===== config.mk =====
export PLATFORM = sky130hd
export DESIGN_NAME = piece_queue
export DESIGN_NICKNAME = d
export VERILOG_FILES = /design/src/rtl/piece_queue.sv
export SDC_FILE = /design/constraint.sdc
export NUM_CORES = 1
export LEC_CHECK = 0
export CORE_MARGIN = 2
export CORE_UTILIZATION = 45
export DETAILED_ROUTE_END_ITERATION = 6
export GPL_ROUTABILITY_DRIVEN = 0
export PLACE_DENSITY_LB_ADDON = 0.12
export SLEW_MARGIN = 25
export SYNTH_ARGS = -nofsm -noshare
export SYNTH_HDL_FRONTEND = slang
export SYNTH_SLANG_ARGS = --single-unit
export TNS_END_PERCENT = 5

===== constraint.sdc =====
create_clock -name clk -period 1.75 [get_ports clk]
set_input_delay 0.525 -clock clk [delete_from_list [all_inputs] [get_ports clk]]
set_output_delay 0.525 -clock clk [all_outputs]
set_load 0.02 [all_outputs]

===== src/rtl/piece_queue.sv =====
// Piece queue for a falling-block game: keeps a preview ("next") piece drawn
// from a 16-bit Galois LFSR and a single hold slot that can be swapped with
// the active piece once per spawn.
// Optional feature: define PIECE_BAG_EN to draw with the 7-bag rule (each
// group of seven draws is a permutation of all pieces). Without it, any id
// 0-6 may repeat.
//
// state | meaning
// INIT  | after reset, filling next_piece for the first time
// IDLE  | next_piece valid, accepting spawn/hold requests
// DRAW  | a piece was spawned from next_piece, drawing a replacement
// HOLD  | hold slot swapped with the active piece, old hold piece spawning
module piece_queue #(
   parameter logic [15:0] SEED = 16'hACE1
) (
   input  logic        clk,
   input  logic        rst_n,
   input  logic        spawn_req,
   input  logic        hold_req,
   input  logic [2:0]  cur_piece,
   output logic        spawn_valid,
   output logic [2:0]  spawn_piece,
   output logic [15:0] next_map,
   output logic [15:0] hold_map,
   output logic        hold_valid,
   output logic        busy
);

   typedef enum logic [1:0] {INIT, IDLE, DRAW, HOLD} state_t;

   // An all-zero seed would lock the LFSR, so it is forced to 1.
   localparam logic [15:0] LFSR_RST  = (SEED == 16'h0000) ? 16'h0001 : SEED;
   localparam logic [15:0] LFSR_MASK = 16'hB400;

   state_t      state, state_nxt;
   logic [15:0] lfsr;
   logic [2:0]  next_piece;
   logic [2:0]  hold_piece;
   logic        hold_allowed;
   logic [2:0]  cand;
   logic [7:0]  cand_onehot;
   logic        filling;
   logic        cand_ok;
   logic        do_spawn;
   logic        do_hold_first;
   logic        do_hold_swap;

   function automatic logic [15:0] piece_rom(input logic [2:0] id);
      case (id)
         3'd0:    piece_rom = 16'h0F00;
         3'd1:    piece_rom = 16'h0660;
         3'd2:    piece_rom = 16'h4E00;
         3'd3:    piece_rom = 16'h6C00;
         3'd4:    piece_rom = 16'hC600;
         3'd5:    piece_rom = 16'h8E00;
         3'd6:    piece_rom = 16'h2E00;
         default: piece_rom = 16'h0000;
      endcase
   endfunction

`ifdef PIECE_BAG_EN
   logic [6:0] bag;
   logic [6:0] bag_set;

   // Candidate qualification with the bag: id 7 and already-drawn ids retry.
   always_comb begin
      cand        = lfsr[2:0];
      cand_onehot = 8'd1 << cand;
      filling     = (state == INIT) || (state == DRAW);
      bag_set     = bag | cand_onehot[6:0];
      cand_ok     = !cand_onehot[7] && ((cand_onehot[6:0] & bag) == 7'd0);
   end

   // Bag mask; clears in the same cycle the seventh distinct piece is loaded.
   always_ff @(posedge clk or negedge rst_n) begin
      if (!rst_n)
         bag <= 7'd0;
      else if (filling && cand_ok)
         bag <= (bag_set == 7'h7F) ? 7'd0 : bag_set;
   end
`else
   // Candidate qualification without the bag: only id 7 retries.
   always_comb begin
      cand        = lfsr[2:0];
      cand_onehot = 8'd1 << cand;
      filling     = (state == INIT) || (state == DRAW);
      cand_ok     = !cand_onehot[7];
   end
`endif

   // State register.
   always_ff @(posedge clk or negedge rst_n) begin
      if (!rst_n)
         state <= INIT;
      else
         state <= state_nxt;
   end

   // Next-state decode; spawn wins over hold when both arrive together.
   always_comb begin
      state_nxt     = state;
      do_spawn      = 1'b0;
      do_hold_first = 1'b0;
      do_hold_swap  = 1'b0;
      case (state)
         INIT, DRAW: if (cand_ok) state_nxt = IDLE;
         IDLE: begin
            if (spawn_req) begin
               do_spawn  = 1'b1;
               state_nxt = DRAW;
            end else if (hold_req && hold_allowed) begin
               if (hold_valid) begin
                  do_hold_swap = 1'b1;
                  state_nxt    = HOLD;
               end else begin
                  do_hold_first = 1'b1;
                  state_nxt     = DRAW;
               end
            end
         end
         HOLD:    state_nxt = IDLE;
         default: state_nxt = INIT;
      endcase
   end

   // Outputs: busy flag and ROM lookups of the registered ids.
   always_comb begin
      busy     = (state != IDLE);
      next_map = piece_rom(next_piece);
      hold_map = hold_valid ? piece_rom(hold_piece) : 16'h0000;
   end

   // Datapath: free-running LFSR, next/hold ids and the registered spawn pulse.
   always_ff @(posedge clk or negedge rst_n) begin
      if (!rst_n) begin
         lfsr         <= LFSR_RST;
         next_piece   <= 3'd0;
         hold_piece   <= 3'd0;
         hold_valid   <= 1'b0;
         hold_allowed <= 1'b1;
         spawn_valid  <= 1'b0;
         spawn_piece  <= 3'd0;
      end else begin
         lfsr        <= lfsr[0] ? ((lfsr >> 1) ^ LFSR_MASK) : (lfsr >> 1);
         spawn_valid <= do_spawn | do_hold_first | do_hold_swap;
         if (filling && cand_ok)
            next_piece <= cand;
         if (do_spawn || do_hold_first)
            spawn_piece <= next_piece;
         if (do_hold_swap)
            spawn_piece <= hold_piece;
         if (do_hold_first || do_hold_swap) begin
            hold_piece   <= cur_piece;
            hold_allowed <= 1'b0;
         end
         if (do_hold_first)
            hold_valid <= 1'b1;
         if (do_spawn)
            hold_allowed <= 1'b1;
      end
   end

endmodule


==> results.py <==
metrics = {
    "clocking": {
        "path_clk_slew_ns": 0.09,
        "cts_buffers": 5,
        "cts.sinks": 30,
        "root_buffer": "clkbuf_4",
        "insertion_delay_ns": 0.32,
        "htree_levels": 2,
        "cts_tree": "built",
        "cts_max_path_buffers": 2,
    },
    "power": {
        "peakVddDrop_mv": 0.998,
        "powerDensity_mw_per_mm2": 1880,
        "p_leak_nw": 0.960,
    },
    "synth": {
        "synth.distinct_cells": 33,
        "yosys.area_share.simple_pct": 13.9,
        "syn-cell-area_mm2": 0.00139,
        "netlist_instances": 123,
        "synth-adder-area-share_pct": 0,
        "synth-xor-area-share_pct": 3.79,
        "ys_ff_latch": 30,
        "synth_top_family_by_area": "simple AND/OR/NAND/NOR gates",
        "yosysSeqAreaShare_pct": 55.0,
        "synth_compound_area_share_pct": 9.76,
        "avgSynthCellArea_um2": 11.3,
        "muxShareOfSynthArea_pct": 3.97,
        "yosysWarnings": 0,
    },
    "finish": {
        "fin_nets": 181,
        "diodes": 0,
        "register_area_um2": 767,
        "drive_above_1_share_pct": 42.0,
        "final_cell_mix": "35 x buf_4, 17 x dfrtp_1, 14 x conb_1, 9 x dfstp_2, 8 x nand2_1",
        "multiInputGateArea_um2": 533,
        "final_util_pct": 63.2,
        "n_fill_cell": 266,
        "areaGrowthSynthToFinish_pct": 36.0,
        "instances_no_fill": 207,
        "final_common_cell": "buf_4",
    },
    "outcome": {
        "status": "complete, but fails checks",
        "violations": "setup timing",
    },
    "timing": {
        "max_freq_mhz": 521,
        "fin_setup_tns_ns": -1.14,
        "hold_viol_final": 0,
        "finalMaxSlewViolations": 0,
        "setup_viol": 11,
        "hold_slack_ns": 0.354,
        "rsz0062_at_grt": "yes",
        "layout_min_cycle_time_ns": 1.92,
        "setup_ws_ns": -0.171,
        "fin_crit_sh_pct": 110,
        "clock_skew_ns": 0.00283,
    },
    "job": {
        "max_cap_viol_count": 0,
    },
    "worst_hold_path": {
        "hp-class": "register to register",
        "hold_start": "lfsr[3]",
    },
    "floorplanning": {
        "num_rows": 20,
        "fp.coreArea_mm2": 0.00298,
        "die-height_um": 59.5,
        "ioPinCount": 45,
        "dieArea_mm2": 0.00354,
        "die_w_um": 59.5,
        "start_util_pct": 46.5,
    },
    "placement": {
        "place_inst": 196,
        "dp_hpwl_um": 1920,
        "dp_slack_ns": -0.353,
        "port_buffers": 30,
    },
    "worst_setup_path": {
        "required_ns": 1.22,
        "worstPathArrival_ns": 1.40,
        "critPathKind": "register to output pin",
        "path_cells": "buf_4 > a31oi_1 > clkdlybuf4s15_1",
        "critPathSlowestCell": "dfrtp_2",
        "endpoint_kind": "output pin",
        "crit_path_start": "hold_piece[0]",
        "max_stage_delay_ns": 0.46,
        "startpoint_type": "register",
        "path_buf_inv": 2,
        "cp_max_fo": 6,
        "critPathTopFamily": "buffers and inverters",
        "regToRegStartpoint": "state[0]",
    },
    "detailed_routing": {
        "vias": 994,
        "detail_route.wl_per_cell_um": 12.7,
        "firstDrtPassIters": 4,
        "drt-initial-drc-count": 24,
        "post-route-drc-count": 0,
        "vias_per_cell": 4.80,
        "drt-total-wl_um": 2630,
        "ant_nets": 0,
    },
    "grt": {
        "grt_max_degree": 31,
        "grt_overflow": 0,
        "grt_pass1_vias": 937,
        "grt_pass1_wl_um": 4360,
        "grt_usage_pct": 17.2,
        "antenna_found_initial": 0,
    },
}
[cell type report]
cell class,count,area share [%]
flip-flops and latches,30,40.7
well taps,33,2.19
multi-input cells,76,28.3
repair buffers,56,23.5
clock buffers,6,2.72
inverters,5,0.997
clock inverters,1,1.59
[worst paths after layout]
| path | slack (ns) | endpoint | cells after the start |
|---|---|---|---|
| worst min register to register | 0.35 | lfsr[2] | 0 |
| min in group asynchronous | 0.57 | lfsr[9] | 2 |
| worst max register to register | 0.24 | hold_piece[1] | 4 |
| worst min-delay path | 0.35 | lfsr[2] | 0 |
| max in group asynchronous | 0.87 | lfsr[15] | 2 |
| worst max-delay path | -0.17 | hold_map[10] | 3 |
[per-stage QoR]
step	power, W	instance area [µm²]
after global routing	0.00379	1880
after CTS	0.00351	1860
after global placement	0.00297	1800
after detailed placement	0.00303	1800
final	0.00354	1880
after floorplan	0.00214	1460
[report_power, final]
group,switching [W],internal [W]
clock network,0.000216,0.000332
registers,0.000163,0.000857
logic,0.000983,0.000993
[worst register-to-register path, delay by kind of cell (launching register included)]
family	cells	cell delay [ns]
buf+inv	1	0.14
flops	1	0.35
mux	1	0.31
simple gates	2	0.60
[layer usage]
metal	track usage (%)	wire [µm]
met1	20.7	1100
met2	28.1	1340
met3	6.77	163
met4	5.52	24
met5	0	0
[what timing repair did]
item                                    in CTS  in global routing
endpoints found under the setup margin      24                 20
hold buffers                                 0                  0
buffers inserted                             3                  1
endpoints found under the hold margin        0                  0
resized for setup                           96                 13
pin swaps                                    1                  2
[flip-flops by register name (all words and copies together), names as in the netlist]
signal,count
hold_valid,1
spawn_valid,1
hold_allowed,1
spawn_piece,3
state,2
next_piece,3
lfsr,16
hold_piece,3
[cell usage after synthesis (all sizes together)]
library cell / instances / area, µm²
a211oi: 1 / 7.51
a21oi: 7 / 35.0
a221o: 3 / 30.0
a22o: 1 / 8.76
a31oi: 1 / 6.26
and2: 3 / 18.8
and2b: 1 / 7.51
and4b: 1 / 10.0
buf: 18 / 139
clkbuf: 7 / 26.3
conb: 1 / 3.75
dfrtp: 21 / 526
dfstp: 9 / 236
inv: 5 / 18.8
mux2: 3 / 45.0
mux2i: 1 / 10.0
nand2: 8 / 30.0
nand2b: 2 / 12.5
nand3: 1 / 5.00
nand3b: 1 / 7.51
nor2: 5 / 35.0
nor3: 4 / 20.0
nor3b: 3 / 22.5
nor4: 1 / 6.26
nor4b: 1 / 8.76
o21ai: 3 / 15.0
o22a: 3 / 26.3
o22ai: 1 / 6.26
or3b: 1 / 8.76
xnor2: 2 / 17.5
xor2: 4 / 35.0
[cell families (layout without fill, tap and decap cells)]
kind of cell	Yosys count	after routing
AO/OA/AOI/OAI	20	20
XOR/XNOR	6	6
buffers and inverters	30	68
flip-flops	30	30
multiplexers	4	4
other	1	14
AND/OR/NAND/NOR	32	32
Power figures use the tool's default switching activity.
==> patch (same settings) <==
The 4 states of `state_t` get a one-hot encoding in 4 bits.
--- a/src/rtl/piece_queue.sv
+++ b/src/rtl/piece_queue.sv
@@ -26,7 +26,7 @@
    output logic        busy
 );
 
-   typedef enum logic [1:0] {INIT, IDLE, DRAW, HOLD} state_t;
+   typedef enum logic [3:0] {INIT = 4'b0001, IDLE = 4'b0010, DRAW = 4'b0100, HOLD = 4'b1000} state_t;
 
    // An all-zero seed would lock the LFSR, so it is forced to 1.
    localparam logic [15:0] LFSR_RST  = (SEED == 16'h0000) ? 16'h0001 : SEED;
Behaviour: no difference found for any inputs over 10 cycles, from zero or initial values and one cycle with rst_n low; not proved beyond that.
==> patch against the original RTL <==
- the flow still finishes with violations (negative setup slack)
- power increased by 7.8%
- design area increased by 13%
- fmax down 1.4%
- area after synthesis grew 8.6%
- worst setup slack worse by 27 ps
- global-route usage increased by 0.82 points
- routed wire length is 15% higher
- sequential cell count is 2 higher
- worst hold slack better by 5.9 ps
- critical path type unchanged
- largest cell class unchanged
- highest routed layer unchanged
==> patch: results (changes against the original RTL) <==
status: "finished with violations"
violations: "negative setup slack"
pwr_density_cell_nw_per_um2: 1791  # -4.8%
ys_types: 38  # +15%
max-vdd-ir-drop_v: 0.0008305  # -17%
numCtsBuffers: 5  # unchanged
layout-drive-gt1-share: 0.4673  # +0.04780
grt_pass1_wl_mm: 4.912  # +13%
max_stage_delay_ps: 500  # +40 ps
grt_use_total: 0.1801  # +0.008189
synth_common_cells: "dfrtp_1 (22), buf_4 (16), dfstp_2 (10)"
reg_top3: "lfsr x16, state x4"
port_buffers: 30  # unchanged
synth_area_per_cell_um2: 10.90  # -3.2%
ys_top_cells_by_area: "dfrtp_1 (37%), dfstp_2 (17%), buf_4 (8.0%), xor2_1 (2.9%), mux2_2 (2.2%)"
synth_warnings: 0  # unchanged
diodes: 0  # unchanged
routed_wl_mm: 3.027  # +15%
dpl_worst_slack_ps: -325.4  # +27.69 ps
setup-tns-final_ps: -1286  # -141.8 ps
ctsLongestPathBuffers: 2  # unchanged
setup_viol: 17  # +6
grt_max_degree: 33  # +6.5%
cp_data_arrival_time_ps: 1420  # +20 ps
clk_pin_slew_ps: 100
worstSkewPairLatency_ps: 320  # about the same
first_global_vias: 1135  # +21%
ys_seq_area_frac: 0.5408  # -0.009370
fillers: 263  # -1.1%
cp_top_family: "flip-flops"
async_flop_share: 1.000  # unchanged
post_drt_via_cell_ratio: 4.728  # -1.5%
place_hpwl_mm: 2.262  # +18%
crit_slowest_cell: "dfrtp_2"
htree_levels: 2  # unchanged
placed_area_um2: 2011  # +12%
drt_iter0_drc: 39  # +63%
final_nets: 205  # +13%
antenna_found_initial: 0  # unchanged
cp_max_fo: 7  # +1
hold_class: "reg2reg"
cts-root-buf: "clkbuf_4"
dp.cells: 230  # +17%
wl_per_cell_um: 12.46  # -1.9%
setup_ws_ps: -197.9  # -27.05 ps
p_leak_nw: 1.024  # +6.7%
drt-pass1-iter-count: 4  # unchanged
skew_ps: 12.54  # +9.707 ps
patch: worst reg2reg max path, delay by kind of cell, from the launching register on:
kind | cells | cell delay [ps]
AOI/OAI and AO/OA | 1 | 250
and+or+nand+nor | 2 | 810
DFF | 1 | 420
buffers and inverters | 2 | 210
patch: final timing paths:
| kind | to | slack [ps] | from | cells after the start |
|---|---|---|---|---|
| setup / recovery | hold_map[14] | -200 | hold_piece[0] | 5 |
| max in group asynchronous | state[0] | 950 | rst_n | 2 |
| hold / removal | lfsr[11] | 360 | lfsr[12] | 0 |
| min in group asynchronous | hold_piece[0] | 560 | rst_n | 2 |
| hold reg to reg | lfsr[11] | 360 | lfsr[12] | 0 |
| setup reg to reg | spawn_piece[2] | -40 | state[2] | 5 |
patch: timing repair:
item	in CTS	in global routing
setup endpoints to repair	30	25
endpoints found under the hold margin	0	0
pin swaps	4	6
setup buffers	3	2
resized for setup	107	20
patch: per-layer routing:
metal  track usage  vias up  share of wire
li1              -      566              -
met1        0.2128      551           0.42
met2        0.3068       28           0.53
met3       0.05797        4          0.043
met4       0.06687        0          0.012
met5             0        -              0
patch: cell type report:
class	count	area share
Sequential cell	32	0.3838
Timing Repair Buffer	63	0.2506
Inverter	9	0.01585
Clock buffer	7	0.02582
Multi-Input combinational cell	87	0.2946
Tap cell	44	0.02582
Clock inverter	1	0.003521
patch: cells by family (layout without fill, tap and decap cells):
kind of cell           after synthesis  after routing  synth area share
multiplexers                         4              4           0.02912
AO/OA/AOI/OAI                       24             24            0.1131
AND/OR/NAND/NOR                     38             38            0.1539
flip-flops                          32             32            0.5408
buffers and inverters               32             80            0.1198
XOR/XNOR                             7              7           0.04077
other                                1             14          0.002493
patch: report_power, final:
group / switching, mW / internal (mW)
logic: 1.13 / 1.15
registers: 0.177 / 0.932
clock network: 0.236 / 0.197
